==> config.mk <==
export PLATFORM = sky130hd
export DESIGN_NAME = color_pipe_selector_flat
export DESIGN_NICKNAME = d
export VERILOG_FILES = /design/src/rtl/color_pipe_selector_if.sv /design/src/rtl/color_pipe_selector.sv /design/src/flat_wrapper.sv
export SDC_FILE = /design/constraint.sdc
export NUM_CORES = 1
export LEC_CHECK = 0
export ABC_AREA = 1
export BUFFER_PORTS_ARGS = -buffer_cell sky130_fd_sc_hd__buf_2
export CAP_MARGIN = 40
export CELL_PAD_IN_SITES_DETAIL_PLACEMENT = 0
export CELL_PAD_IN_SITES_GLOBAL_PLACEMENT = 2
export CORE_AREA = 8 8 435 437
export CTS_BUF_LIST = sky130_fd_sc_hd__clkbuf_2 sky130_fd_sc_hd__clkbuf_4 sky130_fd_sc_hd__clkbuf_8
export CTS_CLUSTER_DIAMETER = 80
export CTS_CLUSTER_SIZE = 20
export DETAILED_ROUTE_END_ITERATION = 7
export DIE_AREA = 0 0 443 445
export PLACE_DENSITY_LB_ADDON = 0.1
export SYNTH_ARGS = -nofsm -noshare
export SYNTH_HDL_FRONTEND = slang
export SYNTH_SLANG_ARGS = --single-unit
==> constraint.sdc <==
create_clock -name clk -period 3.8 [get_ports clk]
set_input_delay 0.19 -clock clk [delete_from_list [all_inputs] [get_ports clk]]
set_output_delay 0.19 -clock clk [all_outputs]
set_load 0.1 [all_outputs]
==> src/rtl/color_pipe_selector_if.sv <==
// Pixel request / colour result bundle for color_pipe_selector.
// The master drives requests and downstream ready; the slave returns the selection.
interface color_pipe_selector_if #(
    parameter int RECT_COUNT  = 64,
    parameter int COLOR_WIDTH = 16
);
    localparam int IDX_W = (RECT_COUNT > 1) ? $clog2(RECT_COUNT) : 1;

    logic                   in_valid;
    logic                   in_ready;
    logic [RECT_COUNT-1:0]  collisions;
    logic [COLOR_WIDTH-1:0] rect_colors [RECT_COUNT];
    logic                   frame_start;
    logic                   out_valid;
    logic                   out_ready;
    logic [COLOR_WIDTH-1:0] color;
    logic                   hit;
    logic [IDX_W-1:0]       hit_idx;
    logic [15:0]            miss_count;

    modport master (
        output in_valid, collisions, rect_colors, frame_start, out_ready,
        input  in_ready, out_valid, color, hit, hit_idx, miss_count
    );

    modport slave (
        input  in_valid, collisions, rect_colors, frame_start, out_ready,
        output in_ready, out_valid, color, hit, hit_idx, miss_count
    );
endinterface

==> src/rtl/color_pipe_selector.sv <==
// Two-stage priority selector: picks the lowest-index non-transparent rectangle
// covering a pixel, resolving per group first and across groups second.
module color_pipe_selector #(
    parameter int                     RECT_COUNT    = 64,
    parameter int                     COLOR_WIDTH   = 16,
    parameter int                     GROUP_SIZE    = 8,
    parameter logic [COLOR_WIDTH-1:0] DEFAULT_COLOR = 16'h0000,
    parameter bit                     TRANSP_EN     = 1'b1,
    parameter logic [COLOR_WIDTH-1:0] TRANSP_COLOR  = 16'hF81F
) (
    input logic                  clk,
    input logic                  rst_n,
    color_pipe_selector_if.slave bus
);
    localparam int NUM_GRP = RECT_COUNT / GROUP_SIZE;
    localparam int OFF_W   = $clog2(GROUP_SIZE);
    localparam int IDX_W   = (RECT_COUNT > 1) ? $clog2(RECT_COUNT) : 1;

    if (RECT_COUNT % GROUP_SIZE != 0) begin : g_bad_count
        $error("RECT_COUNT must be a multiple of GROUP_SIZE");
    end
    if (GROUP_SIZE < 2 || (GROUP_SIZE & (GROUP_SIZE - 1)) != 0) begin : g_bad_group
        $error("GROUP_SIZE must be a power of 2 and at least 2");
    end

    function automatic logic [15:0] sat_inc16(input logic [15:0] v);
        return (v == 16'hFFFF) ? v : v + 16'd1;
    endfunction

    logic                   adv;
    logic                   xfer;
    logic                   miss_xfer;
    logic                   vld_p1_q;
    logic                   vld_p2_q;
    logic [RECT_COUNT-1:0]  eff;

    logic [NUM_GRP-1:0]     grp_hit_d,    grp_hit_p1_q;
    logic [OFF_W-1:0]       grp_off_d     [NUM_GRP];
    logic [OFF_W-1:0]       grp_off_p1_q  [NUM_GRP];
    logic [COLOR_WIDTH-1:0] grp_col_d     [NUM_GRP];
    logic [COLOR_WIDTH-1:0] grp_col_p1_q  [NUM_GRP];

    logic [COLOR_WIDTH-1:0] color_d,  color_p2_q;
    logic                   hit_d,    hit_p2_q;
    logic [IDX_W-1:0]       idx_d,    idx_p2_q;
    logic [15:0]            miss_d,   miss_q;

    assign adv          = !vld_p2_q || bus.out_ready;
    assign xfer         = vld_p2_q && bus.out_ready;
    assign miss_xfer    = xfer && !hit_p2_q;
    assign bus.in_ready = adv;

    always_comb begin
        for (int i = 0; i < RECT_COUNT; i++) begin
            eff[i] = bus.collisions[i] && !(TRANSP_EN && (bus.rect_colors[i] == TRANSP_COLOR));
        end
    end

    // Stage 1: lowest set bit inside each group (descending scan so the lowest wins).
    always_comb begin
        for (int g = 0; g < NUM_GRP; g++) begin
            grp_hit_d[g] = 1'b0;
            grp_off_d[g] = '0;
            grp_col_d[g] = DEFAULT_COLOR;
            for (int k = GROUP_SIZE - 1; k >= 0; k--) begin
                if (eff[g*GROUP_SIZE + k]) begin
                    grp_hit_d[g] = 1'b1;
                    grp_off_d[g] = OFF_W'(k);
                    grp_col_d[g] = bus.rect_colors[g*GROUP_SIZE + k];
                end
            end
        end
    end

    always_ff @(posedge clk) begin
        if (adv && bus.in_valid) begin
            grp_hit_p1_q <= grp_hit_d;
            grp_off_p1_q <= grp_off_d;
            grp_col_p1_q <= grp_col_d;
        end
    end

    // Stage 2: lowest group with a hit supplies the final colour and index.
    always_comb begin
        color_d = DEFAULT_COLOR;
        hit_d   = 1'b0;
        idx_d   = '0;
        for (int g = NUM_GRP - 1; g >= 0; g--) begin
            if (grp_hit_p1_q[g]) begin
                color_d = grp_col_p1_q[g];
                hit_d   = 1'b1;
                idx_d   = IDX_W'(g * GROUP_SIZE) + IDX_W'(grp_off_p1_q[g]);
            end
        end
    end

    // A transfer coinciding with frame_start belongs to the new frame.
    always_comb begin
        miss_d = miss_q;
        if (bus.frame_start) begin
            miss_d = miss_xfer ? 16'd1 : 16'd0;
        end else if (miss_xfer) begin
            miss_d = sat_inc16(miss_q);
        end
    end

    always_ff @(posedge clk) begin
        if (!rst_n) begin
            vld_p1_q   <= 1'b0;
            vld_p2_q   <= 1'b0;
            color_p2_q <= DEFAULT_COLOR;
            hit_p2_q   <= 1'b0;
            idx_p2_q   <= '0;
            miss_q     <= 16'd0;
        end else begin
            miss_q <= miss_d;
            if (adv) begin
                vld_p1_q <= bus.in_valid;
                vld_p2_q <= vld_p1_q;
                if (vld_p1_q) begin
                    color_p2_q <= color_d;
                    hit_p2_q   <= hit_d;
                    idx_p2_q   <= idx_d;
                end
            end
        end
    end

    assign bus.out_valid  = vld_p2_q;
    assign bus.color      = color_p2_q;
    assign bus.hit        = hit_p2_q;
    assign bus.hit_idx    = idx_p2_q;
    assign bus.miss_count = miss_q;
endmodule

==> src/flat_wrapper.sv <==
// flat-port wrapper written by rule: the top's interface ports become plain ports
module color_pipe_selector_flat 
#(
    parameter int                     RECT_COUNT    = 64,
    parameter int                     COLOR_WIDTH   = 16,
    parameter int                     GROUP_SIZE    = 8,
    parameter logic [COLOR_WIDTH-1:0] DEFAULT_COLOR = 16'h0000,
    parameter bit                     TRANSP_EN     = 1'b1,
    parameter logic [COLOR_WIDTH-1:0] TRANSP_COLOR  = 16'hF81F
)
  (clk, rst_n, bus_in_valid, bus_collisions, bus_rect_colors, bus_frame_start, bus_out_ready, bus_in_ready, bus_out_valid, bus_color, bus_hit, bus_hit_idx, bus_miss_count);
  color_pipe_selector_if #(.RECT_COUNT(RECT_COUNT), .COLOR_WIDTH(COLOR_WIDTH)) bus_i ();
  input logic clk;
  input logic rst_n;
  input wire logic [$bits(bus_i.in_valid)-1:0] bus_in_valid;
  input wire logic [$bits(bus_i.collisions)-1:0] bus_collisions;
  input wire logic [$bits(bus_i.rect_colors)-1:0] bus_rect_colors;
  input wire logic [$bits(bus_i.frame_start)-1:0] bus_frame_start;
  input wire logic [$bits(bus_i.out_ready)-1:0] bus_out_ready;
  output wire logic [$bits(bus_i.in_ready)-1:0] bus_in_ready;
  output wire logic [$bits(bus_i.out_valid)-1:0] bus_out_valid;
  output wire logic [$bits(bus_i.color)-1:0] bus_color;
  output wire logic [$bits(bus_i.hit)-1:0] bus_hit;
  output wire logic [$bits(bus_i.hit_idx)-1:0] bus_hit_idx;
  output wire logic [$bits(bus_i.miss_count)-1:0] bus_miss_count;
  assign bus_i.in_valid = bus_in_valid;
  assign bus_i.collisions = bus_collisions;
  assign bus_i.rect_colors = {>>{bus_rect_colors}};
  assign bus_i.frame_start = bus_frame_start;
  assign bus_i.out_ready = bus_out_ready;
  assign bus_in_ready = bus_i.in_ready;
  assign bus_out_valid = bus_i.out_valid;
  assign bus_color = bus_i.color;
  assign bus_hit = bus_i.hit;
  assign bus_hit_idx = bus_i.hit_idx;
  assign bus_miss_count = bus_i.miss_count;
  color_pipe_selector #(.RECT_COUNT(RECT_COUNT), .COLOR_WIDTH(COLOR_WIDTH), .GROUP_SIZE(GROUP_SIZE), .DEFAULT_COLOR(DEFAULT_COLOR), .TRANSP_EN(TRANSP_EN), .TRANSP_COLOR(TRANSP_COLOR)) u_core (.clk(clk), .rst_n(rst_n), .bus(bus_i));
endmodule
Word level (Yosys, flattened, before mapping)

Cells that the tools add are included.

Add/sub/neg operators: 8
Equality and inequality tests: 66
Multiplexer cells: 156
Reduce and logical (&&, ||, !) cells: 161

Operators with widths:

| operator                | number |
|---|---|
| $mux W16                | 75 |
| $eq A16 B16 Y1 const B  | 65 |
| $mux W3                 | 32 |
| $logic_and A1 B1 Y1     | 67 |
| $logic_not A1 Y1        | 66 |
| $reduce_or A7 Y1        | 8 |
| $mux W6                 | 8 |
| $mux W2                 | 16 |
| $reduce_or A4 Y1        | 8 |
| $mux W1                 | 25 |
| $add A16 B1 Y16 const B | 1 |
| $reduce_or A2 Y1        | 8 |
| $add A5 B3 Y6 const A   | 2 |
| $add A6 B3 Y6 const A   | 2 |
| $add A5 B4 Y6 const A   | 1 |
| $add A4 B3 Y5 const A   | 1 |
| $add A4 B4 Y5 const A   | 1 |
| $reduce_and A2 Y1       | 2 |
| $ne A2 B2 Y1 const B    | 1 |
| $reduce_bool A2 Y1      | 1 |
| $logic_or A1 B1 Y1      | 1 |

Register bits after elaboration: 201
Bits of input ports: 1093
Output and inout port bits: 41
Logic and storage cells: 437

Logic depth before layout (Yosys ltp)

Word-level depth: 11
Gate-level depth with buffers: 16
Mapped depth without buffers: 15

Worst setup path after synthesis

No wires, ideal clock.

Kind: reg-to-reg
Start point: reg u_core.vld_p2_q (netlist: u_core.bus.out_valid)
End point: reg u_core.grp_col_p1_q[0] (netlist name), enable pin
Arrival time: 4741 ps
Required time: 3288 ps
Setup slack: -1453 ps
Stages on the path, launching flop included: 6
Path buffers: 0
Cell sequence: dfxtp_1 > inv_1 > nor2_1 > inv_1 > nand2_1 > inv_1

Longest elaborated chain between the ends: 3

RTL lines:

| item                   | RTL line                   | source |
|---|---|---|
| start, declared        | color_pipe_selector.sv:34  | `logic vld_p2_q;` |
| start signal, assigned | color_pipe_selector.sv:119 | `vld_p2_q <= vld_p1_q;` |
| $logic_not A1 Y1       | color_pipe_selector.sv:48  | `assign adv = !vld_p2_q \|\| bus.out_ready;` |
| $logic_or A1 B1 Y1     | color_pipe_selector.sv:48  |  |
| named net bus_in_ready | flat_wrapper.sv:20         | `output wire logic [$bits(bus_i.in_ready)-1:0] bus_in_ready;` |
| $logic_and A1 B1 Y1    | color_pipe_selector.sv:76  | `if (adv && bus.in_valid) begin` |
| end signal, assigned   | color_pipe_selector.sv:79  | `grp_col_p1_q <= grp_col_d;` |
| end, declared          | color_pipe_selector.sv:41  | `logic [COLOR_WIDTH-1:0] grp_col_p1_q [NUM_GRP];` |

The timed path passes the listed nets, and every way through them passes these cells.
A chain may end at the register's enable or synchronous reset.

==> report_table.html <==
<table>
<tr><th>Metric</th><th>Value</th></tr>
<tr><th colspan="2">Global routing</th></tr>
<tr><td>Sum of overflow across all layers after global routing</td><td>0</td></tr>
<tr><td>Overall track demand over capacity in global routing</td><td>18.45%</td></tr>
<tr><td>First-pass GRT wire length</td><td>265500 um</td></tr>
<tr><td>Vias in the first global route</td><td>34160</td></tr>
<tr><td>Maximum number of pins on one net before global-route repair</td><td>103</td></tr>
<tr><td>Antenna violations before repair</td><td>123</td></tr>
<tr><th colspan="2">Critical path</th></tr>
<tr><td>Arr. time, crit path</td><td>4.11 ns</td></tr>
<tr><td>Required time at the endpoint of the critical path</td><td>4.37 ns</td></tr>
<tr><td>Endpoint of the worst-slack reg-to-reg timing path</td><td>u_core.bus.color[2]</td></tr>
<tr><td>Depth of the most critical reg-to-reg path</td><td>7</td></tr>
<tr><td>Setup slack on the worst flop-to-flop path</td><td>1.09 ns</td></tr>
<tr><td>CP startpoint</td><td>bus_rect_colors[246]</td></tr>
<tr><td>Endpoint kind of the worst setup timing path</td><td>flip-flop</td></tr>
<tr><td>Worst setup path end</td><td>u_core.grp_col_p1_q[20]</td></tr>
<tr><td>R2R Path Start</td><td>u_core.grp_hit_p1_q[5]</td></tr>
<tr><td>Highest net fanout along the worst path</td><td>17</td></tr>
<tr><td>Launching element type of the critical path</td><td>primary input</td></tr>
<tr><td>Crit Path Class</td><td>in -&gt; reg</td></tr>
<tr><th colspan="2">Placed design</th></tr>
<tr><td>Detailed-placement wirelength estimate</td><td>171900 um</td></tr>
<tr><td>Number of buffers inserted by port buffering</td><td>1133</td></tr>
<tr><td>Placed cell areas</td><td>30870 um2</td></tr>
<tr><td>Final RePlAce weighted congestion</td><td>0.8725</td></tr>
<tr><td>Post-Place Worst Slack</td><td>0.7483 ns</td></tr>
<tr><td>Cell Count Post-Placement</td><td>7367</td></tr>
<tr><th colspan="2">STA</th></tr>
<tr><td>Slack of the critical path</td><td>0.2594 ns</td></tr>
<tr><td>Remaining max-slew budget at the tightest pin</td><td>39.91%</td></tr>
<tr><td>Period utilization</td><td>93.17%</td></tr>
<tr><td>Final hold violation count</td><td>0</td></tr>
<tr><td>Final worst path period need</td><td>3.541 ns</td></tr>
<tr><td>Setup repair after global routing missed its margin</td><td>no</td></tr>
<tr><td>Clock Skews</td><td>0.07302 ns</td></tr>
<tr><td>Max-slew violations</td><td>0</td></tr>
<tr><td>Worst-Margin Slew</td><td>0.8981 ns</td></tr>
<tr><td>Maximum clock frequency</td><td>282.4 MHz</td></tr>
<tr><td>Post-Route Hold Slack</td><td>0.04446 ns</td></tr>
<tr><td>Total Negative Setup Slacks</td><td>0 ns</td></tr>
<tr><td>Total of endpoints with negative setup slack in the final report</td><td>0</td></tr>
<tr><th colspan="2">Detailed routing</th></tr>
<tr><td>Total number of vias</td><td>32162</td></tr>
<tr><td>DRC violation total after the first TritonRoute iteration</td><td>1620</td></tr>
<tr><td>DR vias/cell</td><td>4.139</td></tr>
<tr><td>Total Routed Length</td><td>193700 um</td></tr>
<tr><td>Highest routed metal layer</td><td>met5</td></tr>
<tr><td>Total met3 wirelength after detailed routing</td><td>8300 um</td></tr>
<tr><td>DR pass1 iterations</td><td>5</td></tr>
<tr><td>Wirelength per Cell</td><td>24.93 um</td></tr>
<tr><td>Remaining DRCs</td><td>0</td></tr>
<tr><td>Final ANT Viol Nets</td><td>0</td></tr>
<tr><td>WL met1</td><td>78010 um</td></tr>
<tr><td>Met2 WL</td><td>103000 um</td></tr>
<tr><th colspan="2">Power</th></tr>
<tr><td>Fraction of power consumed by sequential logic</td><td>33.4%</td></tr>
<tr><td>Fraction of power spent switching nets</td><td>41.13%</td></tr>
<tr><td>Internal power consumption</td><td>4.755 mW</td></tr>
<tr><td>Net switching power of the design</td><td>3.322 mW</td></tr>
<tr><td>Power share of the combinational group</td><td>38.0%</td></tr>
<tr><td>Maximum VDD drop</td><td>0.0002775 V</td></tr>
<tr><td>Part of the total power dissipated in the clock network</td><td>28.7%</td></tr>
<tr><td>P per Cell Area</td><td>232.5 nW/um2</td></tr>
<tr><td>Total power consumption of the routed design</td><td>8.076 mW</td></tr>
<tr><td>Pleak</td><td>16.80 nW</td></tr>
<tr><th colspan="2">Synth</th></tr>
<tr><td>Fraction of the yosys area taken by sequential cells</td><td>24.98%</td></tr>
<tr><td>Library cell occupying the most area in the post-synthesis netlist</td><td>sky130_fd_sc_hd__edfxtp_1</td></tr>
<tr><td>Syn Nets</td><td>5064</td></tr>
<tr><td>Count of mapped cells out of synthesis</td><td>3970</td></tr>
<tr><td>Dominant cells by area after synthesis</td><td>sky130_fd_sc_hd__edfxtp_1 (21%), sky130_fd_sc_hd__nand2_1 (20%), sky130_fd_sc_hd__inv_1 (8.8%), sky130_fd_sc_hd__nor2_1 (7.7%), sky130_fd_sc_hd__o21ai_0 (7.0%)</td></tr>
<tr><td>Per-instance average area after synthesis</td><td>5.673 um2</td></tr>
<tr><td>EDFF count, synth</td><td>160</td></tr>
<tr><td>Top-area cell type share of the netlist area</td><td>21.33%</td></tr>
<tr><td>Leading cell type by number of instances after synthesis</td><td>sky130_fd_sc_hd__nand2_1</td></tr>
<tr><td>Async S/R FF share, synth</td><td>0%</td></tr>
<tr><td>Area of the mapped netlist</td><td>22520 um2</td></tr>
<tr><td>Most frequent cells after synthesis</td><td>sky130_fd_sc_hd__nand2_1 (1170), sky130_fd_sc_hd__inv_1 (530), sky130_fd_sc_hd__nor2_1 (464), sky130_fd_sc_hd__o21ai_0 (317), sky130_fd_sc_hd__nand3_1 (315)</td></tr>
<tr><td>Post-synth top flop</td><td>sky130_fd_sc_hd__edfxtp_1</td></tr>
<tr><td>Register bit total from synthesis</td><td>201</td></tr>
<tr><td>Count of warnings emitted by yosys</td><td>0</td></tr>
<tr><td>Distinct cells, synth</td><td>47</td></tr>
<tr><th colspan="2">Floorplan</th></tr>
<tr><td>Starting utilization of the core area</td><td>12.37%</td></tr>
<tr><td>I/O pin count</td><td>1134</td></tr>
<tr><td>Area inside the core boundary</td><td>182100 um2</td></tr>
<tr><td>Horiz. Die Dim</td><td>443 um</td></tr>
<tr><td>Die Ht</td><td>445 um</td></tr>
<tr><td>Number of rows in the core area</td><td>157</td></tr>
<tr><td>Die Footprint</td><td>197100 um2</td></tr>
<tr><th colspan="2">Layout</th></tr>
<tr><td>Fin util</td><td>19.08%</td></tr>
<tr><td>Layout Cells excl Fill</td><td>7771</td></tr>
<tr><td>Total non-filler cell area in the finished layout</td><td>34740 um2</td></tr>
<tr><td>NumNets Final</td><td>6410</td></tr>
<tr><td>Area Overhead vs Synth</td><td>54.23%</td></tr>
<tr><td>Fraction of layout cells with a size suffix above 1</td><td>24.85%</td></tr>
<tr><td>Filler cell count in the final layout</td><td>21634</td></tr>
<tr><th colspan="2">Flow run</th></tr>
<tr><td>Reported max-cap violation count</td><td>0</td></tr>
<tr><th colspan="2">Clock tree</th></tr>
<tr><td>Clock latency on the worst-skew pair</td><td>0.73 ns</td></tr>
<tr><td>Max Root-Sink Buffers</td><td>3</td></tr>
<tr><td>Clock buffer count from CTS</td><td>31</td></tr>
<tr><td>CTS-repair resized insts</td><td>0</td></tr>
<tr><td>Setup fix buffers added after clock tree synthesis</td><td>0</td></tr>
<tr><td>Count of clock tree sinks</td><td>201</td></tr>
<tr><td>CTS Root Buffer Type</td><td>sky130_fd_sc_hd__clkbuf_8</td></tr>
<tr><td>Clock-pin slew on the worst setup and hold paths</td><td>0.11 ns</td></tr>
<tr><td>Depth of the CTS H-tree</td><td>1</td></tr>
<tr><td>Clock tree from TritonCTS</td><td>done</td></tr>
<tr><td>CTS hold repair buffers</td><td>301</td></tr>
<tr><th colspan="2">Run status</th></tr>
<tr><td>Run status</td><td>complete, no violations</td></tr>
<tr><th colspan="2">Worst hold path</th></tr>
<tr><td>Min-Delay Path Class</td><td>in -&gt; reg</td></tr>
<tr><td>Cell depth of the worst min-delay path</td><td>3</td></tr>
</table>
state kept, by name, indices dropped and copies added (netlist names):
register,count
u_core.bus.color,16
u_core.bus.out_valid,1
u_core.bus.miss_count,16
u_core.grp_off_p1_q,24
u_core.bus.hit_idx,6
u_core.grp_hit_p1_q,8
u_core.vld_p1_q,1
u_core.bus.hit,1
u_core.grp_col_p1_q,128
final cells by class:
type,instances,area (um2),share of cell area [%]
clock buffers,35,462.9,1.333
well taps,2385,2984,8.591
diodes,45,112.6,0.3242
flip-flops and latches,201,5629,16.21
multi-input cells,3048,14060,40.47
clock inverters,23,276.5,0.7961
repair buffers,1487,9150,26.34
inverters,547,2062,5.936
per-layer routing:
layer | global-route usage (%) | vias up
li1 | - | 15844
met1 | 21.28 | 15039
met2 | 35.79 | 978
met3 | 3.076 | 269
met4 | 3.295 | 32
met5 | 0 | -
cells in the final DEF, fill, tap and decap left out, types with 24 or more instances in the layout:
| master | instances |
|---|---|
| sky130_fd_sc_hd__nand2_1 | 1169 |
| sky130_fd_sc_hd__buf_2 | 1133 |
| sky130_fd_sc_hd__inv_1 | 527 |
| sky130_fd_sc_hd__nor2_1 | 462 |
| sky130_fd_sc_hd__o21ai_0 | 317 |
| sky130_fd_sc_hd__nand3_1 | 315 |
| sky130_fd_sc_hd__dlygate4sd3_1 | 301 |
| sky130_fd_sc_hd__a21oi_1 | 253 |
| sky130_fd_sc_hd__edfxtp_1 | 160 |
| sky130_fd_sc_hd__nand4_1 | 138 |
| sky130_fd_sc_hd__nor3_1 | 65 |
| sky130_fd_sc_hd__o211ai_1 | 59 |
| sky130_fd_sc_hd__nand3b_1 | 50 |
| sky130_fd_sc_hd__buf_4 | 48 |
| sky130_fd_sc_hd__diode_2 | 45 |
| sky130_fd_sc_hd__dfxtp_1 | 40 |
| sky130_fd_sc_hd__nor4_1 | 39 |
| sky130_fd_sc_hd__a22oi_1 | 38 |
| sky130_fd_sc_hd__or2_2 | 32 |
| sky130_fd_sc_hd__clkbuf_8 | 32 |
| sky130_fd_sc_hd__nand2_2 | 25 |
| sky130_fd_sc_hd__o21ai_1 | 24 |
how the worst min path moves through the flow:
stage          slack [ns]                       to            startpoint
6_report             0.04   u_core.grp_hit_p1_q[1]    bus_collisions[11]
5_1_grt             0.005  u_core.grp_col_p1_q[38]  bus_rect_colors[326]
4_1_cts            0.0004  u_core.grp_col_p1_q[42]  bus_rect_colors[378]
3_5_place_dp         0.46          u_core.vld_p1_q       u_core.vld_p1_q
3_3_place_gp         0.45          u_core.vld_p1_q       u_core.vld_p1_q
2_1_floorplan        0.33           u_core.bus.hit                 rst_n
worst max-delay path, cell delays in order:
cell	delay, ns
sky130_fd_sc_hd__dlygate4sd3_1	0.58
sky130_fd_sc_hd__buf_2	0.14
sky130_fd_sc_hd__inv_1	0.04
sky130_fd_sc_hd__nand2_1	0.07
sky130_fd_sc_hd__nor4_1	0.38
sky130_fd_sc_hd__nand3b_1	0.12
sky130_fd_sc_hd__nand2_1	0.24
sky130_fd_sc_hd__inv_2	0.21
sky130_fd_sc_hd__nor2_1	0.73
sky130_fd_sc_hd__a22oi_1	0.13
sky130_fd_sc_hd__dlygate4sd3_1	0.61
sky130_fd_sc_hd__nand2_1	0.08
sky130_fd_sc_hd__dlygate4sd3_1	0.58
power by group through the flow:
stage	clock, mW	sequential [mW]	combinational (mW)
finish	2.32	2.69	3.07
global route	2.54	2.72	3.38
CTS	2.48	2.72	3.13
detailed placement	0	2.76	2.77
global placement	0	2.77	2.80
floorplan	0	2.75	1.15
cell families after synthesis:
kind of cell	count (synthesis)	synth area share, %
AOI/OAI and AO/OA	727	17.70
xor gates and xnor gates	3	0.1167
adders and majority gates	1	0.05555
buffers and inverters	721	12.66
DFF	201	24.98
and+or+nand+nor	2317	44.49
(Power assumes the default switching activity.)
